## config.mk

```make
export PLATFORM = sky130hd
export DESIGN_NAME = pe_dot_mult_sched
export DESIGN_NICKNAME = d
export VERILOG_FILES = /design/src/rtl/pe_dot_mult_sched_pkg.sv /design/src/rtl/pe_dot_mult_sched_chk.sv /design/src/rtl/pe_dot_mult_sched_valid_pipe.sv /design/src/rtl/pe_dot_mult_sched.sv
export SDC_FILE = /design/constraint.sdc
export NUM_CORES = 1
export LEC_CHECK = 0
export CORE_MARGIN = 2
export CORE_UTILIZATION = 53
export CTS_CLUSTER_DIAMETER = 150
export DETAILED_ROUTE_END_ITERATION = 12
export PLACE_DENSITY = 0.78
export SLEW_MARGIN = 30
export SYNTH_ARGS = -nofsm -noshare
export SYNTH_HDL_FRONTEND = slang
export SYNTH_HIERARCHICAL = 1
export SYNTH_SLANG_ARGS = --single-unit
```

## constraint.sdc

```tcl
create_clock -name clock -period 3.1 [get_ports clock]
set_clock_uncertainty 0.2 [all_clocks]
set_input_delay 0.62 -clock clock [delete_from_list [all_inputs] [get_ports clock]]
set_output_delay 0.62 -clock clock [all_outputs]
set_load 0.1 [all_outputs]
```

## src/rtl/pe_dot_mult_sched_pkg.sv

```systemverilog
// Shared types and helpers for the dot-multiplier issue sequencer.
package pe_dot_mult_sched_pkg;

  typedef struct packed {
    logic [7:0] DOT_LATENCY_DSP_MULT;
  } pe_cfg_t;

  localparam pe_cfg_t PE_CFG_DEFAULT = '{DOT_LATENCY_DSP_MULT: 8'd3};

  typedef enum logic [1:0] {
    SCHED_IDLE  = 2'd0,
    SCHED_RUN   = 2'd1,
    SCHED_DRAIN = 2'd2,
    SCHED_DONE  = 2'd3
  } pe_sched_state_t;

  typedef struct packed {
    logic valid;
    logic first;
    logic last;
  } pe_sched_tag_t;

  // Credit counter update: take and give together cancel; give saturates at max_crd.
  function automatic int credit_next(input int cur, input logic take, input logic give,
                                     input int max_crd);
    int nxt;
    nxt = cur;
    if (take && !give) begin
      nxt = cur - 32'sd1;
    end else if (give && !take && (cur < max_crd)) begin
      nxt = cur + 32'sd1;
    end else begin
      nxt = cur;
    end
    return nxt;
  endfunction

endpackage

```

## src/rtl/pe_dot_mult_sched_chk.sv

```systemverilog
// Protocol checks on the credit interface of the issue sequencer.
module pe_dot_mult_sched_chk #(
  parameter int CREDITS = 8,
  parameter int CRD_W   = 4
) (
  input logic             clock,
  input logic             reset,
  input logic             issue,
  input logic             credit_return,
  input logic [CRD_W-1:0] credits
);

  a_return_at_full: assert property (@(posedge clock) disable iff (reset)
    !(credit_return && (credits == CRD_W'(CREDITS))));

  a_issue_needs_credit: assert property (@(posedge clock) disable iff (reset)
    !(issue && (credits == '0)));

endmodule

```

## src/rtl/pe_dot_mult_sched_valid_pipe.sv

```systemverilog
// Tag delay line: valid bits clear on reset; occupied reports any in-flight valid.
module pe_valid_pipe #(
  parameter int WIDTH = 2,
  parameter int DELAY = 3
) (
  input  logic             clock,
  input  logic             reset,
  input  logic             in_valid,
  input  logic [WIDTH-1:0] in_data,
  output logic             out_valid,
  output logic [WIDTH-1:0] out_data,
  output logic             occupied
);

  logic [DELAY-1:0] vld_r;
  logic [WIDTH-1:0] dat_r [DELAY];

  // Shift valid and tag data one stage per cycle.
  always_ff @(posedge clock) begin
    if (reset) begin
      vld_r <= '0;
      for (int i = 0; i < DELAY; i++) begin
        dat_r[i] <= '0;
      end
    end else begin
      vld_r[0] <= in_valid;
      dat_r[0] <= in_data;
      for (int i = 1; i < DELAY; i++) begin
        vld_r[i] <= vld_r[i-1];
        dat_r[i] <= dat_r[i-1];
      end
    end
  end

  assign out_valid = vld_r[DELAY-1];
  assign out_data  = dat_r[DELAY-1];
  assign occupied  = |vld_r;

endmodule

```

## src/rtl/pe_dot_mult_sched.sv

```systemverilog
// Issue sequencer for the packed dot multiplier: pulls operand chunks under
// downstream credit control and tags each product with valid/first/last.
module pe_dot_mult_sched
  import pe_dot_mult_sched_pkg::*;
#(
  parameter pe_cfg_t cfg        = PE_CFG_DEFAULT,
  parameter int      MAX_CHUNKS = 256,
  parameter int      CREDITS    = 8,
  parameter bit      CHECK_EN   = 1'b1,
  localparam int     CNT_W      = $clog2(MAX_CHUNKS + 1),
  localparam int     CRD_W      = $clog2(CREDITS + 1)
) (
  input  logic             clock,
  input  logic             reset,
  input  logic             i_cmd_valid,
  output logic             o_cmd_ready,
  input  logic [CNT_W-1:0] i_cmd_num_chunks,
  input  logic             i_operand_valid,
  output logic             o_operand_ready,
  output logic             o_out_valid,
  output logic             o_out_first,
  output logic             o_out_last,
  input  logic             i_credit_return,
  output logic             o_busy,
  output logic             o_done
);

  localparam int LAT = int'(cfg.DOT_LATENCY_DSP_MULT);

  pe_sched_state_t  state_r, state_s;
  logic [CNT_W-1:0] remaining_r, remaining_s;
  logic             first_pend_r, first_pend_s;
  logic [CRD_W-1:0] credits_r, credits_s;
  logic             issue_s;
  logic             pipe_occ_s;
  logic [1:0]       pipe_data_s;
  pe_sched_tag_t    tag_s;

  // Issue qualifier; reset gating keeps operands from being consumed by an aborted job.
  always_comb begin
    issue_s = 1'b0;
    if ((state_r == SCHED_RUN) && i_operand_valid && (credits_r != '0) && !reset) begin
      issue_s = 1'b1;
    end else begin
      issue_s = 1'b0;
    end
  end

  // Next-state, job bookkeeping and issue tagging.
  always_comb begin
    state_s      = state_r;
    remaining_s  = remaining_r;
    first_pend_s = first_pend_r;
    tag_s        = '0;
    case (state_r)
      SCHED_IDLE: begin
        if (i_cmd_valid) begin
          if (i_cmd_num_chunks == '0) begin
            state_s = SCHED_DONE;
          end else if (i_cmd_num_chunks > CNT_W'(MAX_CHUNKS)) begin
            state_s      = SCHED_RUN;
            remaining_s  = CNT_W'(MAX_CHUNKS);
            first_pend_s = 1'b1;
          end else begin
            state_s      = SCHED_RUN;
            remaining_s  = i_cmd_num_chunks;
            first_pend_s = 1'b1;
          end
        end else begin
          state_s = SCHED_IDLE;
        end
      end
      SCHED_RUN: begin
        if (issue_s) begin
          tag_s.valid  = 1'b1;
          tag_s.first  = first_pend_r;
          tag_s.last   = (remaining_r == CNT_W'(1));
          remaining_s  = remaining_r - CNT_W'(1);
          first_pend_s = 1'b0;
          if (remaining_r == CNT_W'(1)) begin
            state_s = SCHED_DRAIN;
          end else begin
            state_s = SCHED_RUN;
          end
        end else begin
          state_s = SCHED_RUN;
        end
      end
      SCHED_DRAIN: begin
        if (!pipe_occ_s) begin
          state_s = SCHED_DONE;
        end else begin
          state_s = SCHED_DRAIN;
        end
      end
      SCHED_DONE: begin
        state_s = SCHED_IDLE;
      end
      default: begin
        state_s = SCHED_IDLE;
      end
    endcase
  end

  // Credits persist across jobs and are only restored by reset.
  always_comb begin
    credits_s = CRD_W'(credit_next(int'(credits_r), issue_s, i_credit_return, CREDITS));
  end

  // State, job counters and credit register.
  always_ff @(posedge clock) begin
    if (reset) begin
      state_r      <= SCHED_IDLE;
      remaining_r  <= '0;
      first_pend_r <= 1'b0;
      credits_r    <= CRD_W'(CREDITS);
    end else begin
      state_r      <= state_s;
      remaining_r  <= remaining_s;
      first_pend_r <= first_pend_s;
      credits_r    <= credits_s;
    end
  end

  pe_valid_pipe #(
    .WIDTH(2),
    .DELAY(LAT)
  ) u_tag_pipe (
    .clock    (clock),
    .reset    (reset),
    .in_valid (tag_s.valid),
    .in_data  ({tag_s.first, tag_s.last}),
    .out_valid(o_out_valid),
    .out_data (pipe_data_s),
    .occupied (pipe_occ_s)
  );

  generate
    if (CHECK_EN) begin : g_chk
      pe_dot_mult_sched_chk #(
        .CREDITS(CREDITS),
        .CRD_W  (CRD_W)
      ) u_chk (
        .clock        (clock),
        .reset        (reset),
        .issue        (issue_s),
        .credit_return(i_credit_return),
        .credits      (credits_r)
      );
    end
  endgenerate

  assign o_out_first     = pipe_data_s[1];
  assign o_out_last      = pipe_data_s[0];
  assign o_operand_ready = issue_s;
  assign o_cmd_ready     = (state_r == SCHED_IDLE);
  assign o_busy          = (state_r != SCHED_IDLE);
  assign o_done          = (state_r == SCHED_DONE);

endmodule
```

# Word level (Yosys, flattened, before mapping)
# Memory sizes are Yosys's and may differ from the RTL's.
# Index checks and enable logic that the tools add are counted.
# Widths: inputs -> output; s select.
# word_totals
mem_count	1
in_bits	14
ramBits	6
elab_cells	67
ff_bits	19
# mem_list
memory	words	width	read_ports	rd_ports_with_merged_regs	wr	line	source
u_tag_pipe.dat_r	3	2	3	0	3	pe_dot_mult_sched_valid_pipe.sv:16	logic [WIDTH-1:0] dat_r [DELAY];
# classes
magnitude_cmp	2
n_reduce_logical	18
bitwise_logic	4
add_sub_neg	3
n_eq_ne	7
n_mux	26
# ops
operator	count
$mux 9	4
$pmux 9 s2	1
$mux 2	8
$eq 9x1->1 const B	1
$gt 9x9->1 const B	1
$logic_not 9->1	1
$sub 9x1->9 const B	1
$mux 1	8
$mux 4	2
$pmux 2 s4	1
$logic_and 1x1->1	6
$ne 2x2->1 const B	3
$reduce_bool 2->1	3
$add 4x1->4 const B	1
$eq 2x2->1 const B	2
$lt 4x4->1 const B	1
$reduce_and 4->1	1
$reduce_bool 4->1	1
$sub 4x1->4 const B	1
$logic_not 1->1	3
$mux 3	1
$or 1x1->1	3
$reduce_or 3->1	1
$eq 2x1->1 const B	1
other kinds (4)	4

# Depth between registers and ports, before layout
# Gate-level depths: netlist of the first run.
# logic_depth
word_depth	10
ltp_mapped	9

# Cells and area by module
# Netlist of the first run, hierarchy kept.
# by_module_without_submodules
module	area_each_um2	instances	cells_per_inst
pe_dot_mult_sched	1144.8	1	137
pe_valid_pipe	260.2	1	21

# Worst setup path before layout of the first run
# No wires, ideal clock.
# synth_path
kind	reg2out
startpoint	register state_r[1]
endpoint	output o_busy
required_time_ps	2280
path_buffers	1
arrival_time_ps	2864
setup_slack_ps	-584
stages_incl_launch_ff	4
path_cell_list	dfxtp_1 -> clkbuf_1 -> nor2_1 -> inv_1
# synth_via
elab_chain_cells	1
# synth_rtl
item	line	source
from (decl)	pe_dot_mult_sched.sv:30	pe_sched_state_t state_r, state_s;
from (signal assigned)	pe_dot_mult_sched.sv:118	state_r <= state_s;
$reduce_bool 2->1	pe_dot_mult_sched.sv:157	assign o_busy = (state_r != SCHED_IDLE);
to (decl)	pe_dot_mult_sched.sv:24	output logic o_busy,
# No other way between the ends.

# Worst setup path after layout of the first run
# layout_path
startpoint	input reset
endpoint	output o_operand_ready
# layout_via
elab_chain_cells	3
# layout_rtl
item	line	source
from (decl)	pe_dot_mult_sched.sv:14	input logic reset,
$logic_not 1->1	pe_dot_mult_sched.sv:42	if ((state_r == SCHED_RUN) && i_operand_valid && (credits_r != '0) && !reset) begin
$logic_and 1x1->1	pe_dot_mult_sched.sv:42	
$mux 1	pe_dot_mult_sched.sv:42	
to (decl)	pe_dot_mult_sched.sv:19	output logic o_operand_ready,
# No other way between the ends.

==> qor.csv, run 1 <==
metric,value,unit
status,"complete, no violations",
count of different cell masters after synthesis,52,
RSZ-0062 raised after global routing,no,
post-cts sizing count,0,
"Hold Vio Cnt, Final",0,
hold buffers post-CTS,0,
Final Setup Violations,0,
HP Start,u_tag_pipe/dat_r[0][1]$_SDFF_PP0_,
first-pass GRT wire length,5.851,mm
Async SR Flop Fraction,0,%
total number of vias,1282,
Starting Density,56.21,%
# rows,18,
total track usage,23.26,%
DRC,0,
die area,0.003079,mm2
IO Pins,21,
ANT cells,0,
Mapped Nets,175,
largest family of logic cells by synthesized area,simple AND/OR/NAND/NOR gates,
Num CTS Buffers,3,
DIE WIDTH,55.49,um
drt initial violations,35,
"commonest non-fill, non-tap cells in the layout","dfxtp_1 (25), nor2_1 (13), clkdlybuf4s50_1 (13), nor2b_1 (11), buf_4 (10)",
CP Class,in2out,
"most common cell after layout, fill and taps aside",dfxtp_1,
worst-case vdd ir drop,0.2707,mV
fin crit share,86.17,%
hpwl dp,2.468,mm
f_max,374.3,MHz
Core Area,0.002500,mm2
"worst slack, placed",152.5,ps
drt wl/cell,16.33,um
Pre-antenna DRT Iters,4,
maximum number of pins on one net before global-route repair,26,
Syn. warnings,6,
# nets final,194,
worst reg2reg path endpoint,credits_r[2]$_SDFFE_PP0P_,
register area share after synthesis,35.62,%
worst hold stages,1,
drt via density,6.223,
post-route ant nets,0,
post-synthesis cell area,0.001405,mm2
clk_lat worst skew,320,ps
Synth Area in Compound Gates,24.93,%
worst r2r path cells,7,
flop-to-flop setup slack,720,ps
clock sink total,25,
initial antenna violation count,0,
gr ovfl total,0,
Adder-Cell Fraction of Synth Area,2.671,%
vias in the first global route,1248,
hold endpoint,u_tag_pipe/dat_r[0][3]$_SDFF_PP0_,
Fin Setup TNS,0,ps
synthesized netlist cell count,158,
Seq cells post-synth,25,
share of layout cells above drive strength 1,15.91,%
Clock transition at path regs,150,ps
CTS root buf,clkbuf_4,
LEAKAGE,0.6025,nW
Min-Delay Path Class,reg2reg,
Worst Path Required,2280,ps
final slew viol count,0,
max-cap violations,0,
WP data arrival,1850,ps
Port Buf Inserts,20,
CP max FO,7,
final worst setup slack,428.7,ps
Worst Setup Start Kind,primary input,
Slew @ Worst Pin,911.5,ps
fin crit period,2671,ps
Critical Path End Type,primary output,
PwrDens,412.2,mW/mm2
simple-gate share of the synthesized area,29.47,%
CTS max path bufs,2,
drt total wl,3.364,mm
CTS tree,done,
worst r2r src,state_r[0]$_SDFF_PP0_,
number of synthesized flops with an enable pin,0,
post-synthesis mux area share,1.069,%
Syn-to-layout area delta,17.28,%
Synth Area in XOR/XNOR,0.6233,%
relative slew slack,38.67,%
Die Ht,55.49,um
top_reg_cell synth,dfxtp_1,
routability congestion estimate,0.9188,
H-tree levels,1,
Mean Syn Cell Area,8.893,um2
setup bufs post-CTS,0,
## how the worst max path moves through the flow
stage	startpoint	endpoint	slack, ps	depth (start not counted)
finish	reset	o_operand_ready	430	5
global route	reset	o_operand_ready	360	5
CTS	reset	o_operand_ready	420	5
detailed placement	reset	credits_r[2]$_SDFFE_PP0P_	150	8
global placement	reset	credits_r[2]$_SDFFE_PP0P_	200	8
floorplan	state_r[1]$_SDFF_PP0_	o_busy	170	3
## cell families after synthesis
group | count (synthesis)
AOI/OAI and AO/OA | 43
xor gates and xnor gates | 1
adders and majority gates | 3
buffers and inverters | 17
DFF | 25
muxes | 1
and+or+nand+nor | 68
## layer usage
layer,GRT usage (%),vias to the layer above,wire length (um)
li1,-,633,-
met1,32.70,615,1548
met2,38.10,30,1609
met3,2.810,4,182
met4,5.226,0,24
met5,0,-,0
## worst max-delay path, cell delays in order
cell	delay [ps]
clkdlybuf4s50_1	420
nand4bb_1	220
buf_4	200
nor2_2	190
buf_12	200
## cell usage after synthesis, types with 2 or more instances
cell | count | share of area (%)
a31oi_1 | 6 | 2.7
nand2_1 | 3 | 0.80
clkbuf_1 | 7 | 1.9
nand4_1 | 2 | 0.89
dfxtp_1 | 25 | 36
and2_1 | 2 | 0.89
nor3_1 | 7 | 2.5
o21ai_0 | 4 | 1.4
a211o_1 | 2 | 1.2
nor2b_1 | 11 | 4.9
nor2_1 | 14 | 3.7
a21oi_1 | 5 | 1.8
or3_1 | 2 | 0.89
nor4_1 | 4 | 1.8
o31ai_1 | 6 | 3.2
buf_4 | 2 | 1.1
o311ai_0 | 4 | 2.5
a41o_1 | 2 | 1.4
nand3_1 | 5 | 1.8
ha_1 | 3 | 2.7
nor3b_1 | 5 | 2.7
inv_1 | 7 | 1.9
## power breakdown
group          switching (mW)  internal (mW)
clock network           0.103         0.0493
registers              0.0147          0.337
logic                   0.108         0.0673
## state kept, by name (all words and copies together), names as in the netlist
name              cells
first_pend_r          1
remaining_r           9
credits_r             4
u_tag_pipe/dat_r      6
u_tag_pipe/vld_r      3
state_r               2
## final cells by class
type	instances	area, um2
Sequential cell	25	500.5
Inverter	7	26.28
Clock buffer	3	22.52
Fill cell	217	852.1
Multi-Input combinational cell	116	828.3
Timing Repair Buffer	24	225.2
Tap cell	30	37.54
Clock inverter	1	7.507
## stage by stage
step	total power, mW	hold slack, ps	utilization, %	instance area (um2)	cells
after detailed placement	0.5300	225.1	64.71	1618	202
final	0.6792	254.2	65.92	1648	206
after global placement	0.5248	218.3	64.71	1618	202
after global routing	0.7117	274.4	65.92	1648	206
after CTS	0.6797	257.0	65.92	1648	206
after floorplan	0.4726	213.8	-	1408	158
Power figures use the tool's default switching activity.
==> inputs of run 2 (changes only) <==
--- a/config.mk
+++ b/config.mk
@@ -10,7 +10,7 @@
 export CTS_CLUSTER_DIAMETER = 150
 export DETAILED_ROUTE_END_ITERATION = 12
 export PLACE_DENSITY = 0.78
-export SLEW_MARGIN = 30
+export SLEW_MARGIN = 0
 export SYNTH_ARGS = -nofsm -noshare
 export SYNTH_HDL_FRONTEND = slang
 export SYNTH_HIERARCHICAL = 1
==> results of run 2 <==
No change in the layout: final DEF, timing and power equal those of run 1.
==> inputs of run 3 (changes only) <==
--- a/config.mk
+++ b/config.mk
@@ -9,7 +9,7 @@
 export CORE_UTILIZATION = 53
 export CTS_CLUSTER_DIAMETER = 150
 export DETAILED_ROUTE_END_ITERATION = 12
-export PLACE_DENSITY = 0.78
+export PLACE_DENSITY = 0.89
 export SLEW_MARGIN = 0
 export SYNTH_ARGS = -nofsm -noshare
 export SYNTH_HDL_FRONTEND = slang
==> run 3 against run 2 <==
Against the previous run: count of clock-buffer cells in the layout unchanged; clock power about the same; largest power group unchanged; critical path depth unchanged.
==> qor.csv, run 3 (synthesis results as in run 1) <==
metric,value,unit
status,"complete, no violations",
hpwl dp,2.430,mm
share of layout cells above drive strength 1,15.91,%
area of the multi-input gates,828.3,um2
Min-Delay Path Class,reg2reg,
fin crit share,85.45,%
Worst Setup Start Kind,primary input,
Num CTS Buffers,3,
maximum number of pins on one net before global-route repair,26,
"worst slack, placed",140.0,ps
ANT cells,0,
first-pass GRT wire length,5.658,mm
flop-to-flop setup slack,710,ps
worst-case vdd ir drop,0.3156,mV
total number of vias,1314,
final worst setup slack,451.1,ps
# nets final,194,
drt wl/cell,16.03,um
CP max FO,7,
max-cap violations,0,
fin crit period,2649,ps
Fin Setup TNS,0,ps
"slowest stage delay, CP",410,ps
drt total wl,3.302,mm
Reg with most FFs,remaining_r,
die area,0.003079,mm2
Final Setup Violations,0,
Die Ht,55.49,um
worst r2r path cells,7,
worst reg2reg path endpoint,credits_r[2]$_SDFFE_PP0P_,
setup bufs post-CTS,0,
Core Area,0.002500,mm2
Clock transition at path regs,130,ps
CTS tree,done,
clk_lat worst skew,330,ps
Slew @ Worst Pin,856.7,ps
Syn-to-layout area delta,17.10,%
Filler Cell Count,205,
post-route ant nets,0,
PwrDens,411.4,mW/mm2
CP max stage cell,clkdlybuf4s50_1,
f_max,377.5,MHz
CTS root buf,clkbuf_4,
post-cts sizing count,0,
IO Pins,21,
gr ovfl total,0,
drt initial violations,54,
relative slew slack,42.36,%
H-tree levels,1,
hold buffers post-CTS,0,
routability congestion estimate,0.8682,
max FFs per register,9,
LEAKAGE,0.6062,nW
clock sink total,25,
crit path capture,o_operand_ready,
CP Class,in2out,
initial antenna violation count,0,
Critical Path End Type,primary output,
DRC,0,
DIE WIDTH,55.49,um
total track usage,22.61,%
vias in the first global route,1249,
"commonest non-fill, non-tap cells in the layout","dfxtp_1 (25), nor2_1 (13), clkdlybuf4s50_1 (13), nor2b_1 (11), buf_4 (10)",
drt via density,6.379,
"Critical Path, Cell by Cell",clkdlybuf4s50_1 -> nand4bb_1 -> buf_4 -> nor2_2 -> buf_12,
worst r2r src,state_r[0]$_SDFF_PP0_,
Port Buf Inserts,20,
crit path from,reset,
"most common cell after layout, fill and taps aside",dfxtp_1,
final slew viol count,0,
"Hold Vio Cnt, Final",0,
CTS max path bufs,2,
RSZ-0062 raised after global routing,no,
# rows,18,
Pre-antenna DRT Iters,4,
register area,500.5,um2
largest registers,"remaining_r: 9 flops, u_tag_pipe/dat_r: 6 flops, credits_r: 4 flops",
Starting Density,56.21,%
WP data arrival,1830,ps
Worst Path Required,2280,ps
run 3: changes by cell type in the layout (fill, tap and decap cells not counted), sizes merged:
cell	delta
clkinv	+1
clkinvlp	-1
run 3: final cells by class:
type / count / area share, %
clock buffers: 3 / 1.369
clock inverters: 1 / 0.3042
inverters: 7 / 1.597
multi-input cells: 116 / 50.34
flip-flops and latches: 25 / 30.42
well taps: 30 / 2.281
repair buffers: 24 / 13.69
run 3: worst min path at each step:
stage                                 startpoint                           endpoint  cells past startpoint  slack (ps)
2_1_floorplan  u_tag_pipe/dat_r[0][0]$_SDFF_PP0_  u_tag_pipe/dat_r[0][2]$_SDFF_PP0_                      1         210
3_3_place_gp   u_tag_pipe/dat_r[0][0]$_SDFF_PP0_  u_tag_pipe/dat_r[0][2]$_SDFF_PP0_                      1         220
3_5_place_dp   u_tag_pipe/dat_r[0][0]$_SDFF_PP0_  u_tag_pipe/dat_r[0][2]$_SDFF_PP0_                      1         230
4_1_cts        u_tag_pipe/dat_r[0][0]$_SDFF_PP0_  u_tag_pipe/dat_r[0][2]$_SDFF_PP0_                      1         260
5_1_grt        u_tag_pipe/dat_r[0][0]$_SDFF_PP0_  u_tag_pipe/dat_r[0][2]$_SDFF_PP0_                      1         270
6_report       u_tag_pipe/dat_r[0][0]$_SDFF_PP0_  u_tag_pipe/dat_r[0][2]$_SDFF_PP0_                      1         250
run 3: routing by layer:
layer / vias to the layer above / part of all wire (%) / routed length, um / global-route usage [%]
met5: - / 0 / 0 / 0
met4: 0 / 1.8 / 58 / 10.10
met3: 7 / 5.6 / 184 / 3.747
met2: 48 / 49 / 1618 / 37.76
met1: 624 / 44 / 1439 / 28.47
li1: 635 / - / - / -
run 3: worst max-delay path: cells and delay by family:
family | cells | cell delay (ps)
AND/OR/NAND/NOR | 2 | 400
buffers and inverters | 3 | 810
run 3: stage by stage:
step | cell area [um2] | hold WS (ps) | utilization, % | instances | power [mW]
2_1_floorplan | 1408 | 213.8 | - | 158 | 0.4726
6_report | 1645 | 253.4 | 65.82 | 206 | 0.6769
5_1_grt | 1645 | 270.9 | 65.82 | 206 | 0.7062
3_5_place_dp | 1618 | 229.7 | 64.71 | 202 | 0.5296
4_1_cts | 1645 | 259.2 | 65.82 | 206 | 0.6743
3_3_place_gp | 1618 | 219.7 | 64.71 | 202 | 0.5221
run 3: where the power goes:
group | leakage (nW) | total (mW) | switching (mW) | internal (mW)
clock | 0.0177 | 0.151 | 0.102 | 0.0486
sequential | 0.203 | 0.352 | 0.0153 | 0.337
combinational | 0.385 | 0.174 | 0.107 | 0.0674
total | 0.606 | 0.677 | 0.224 | 0.453
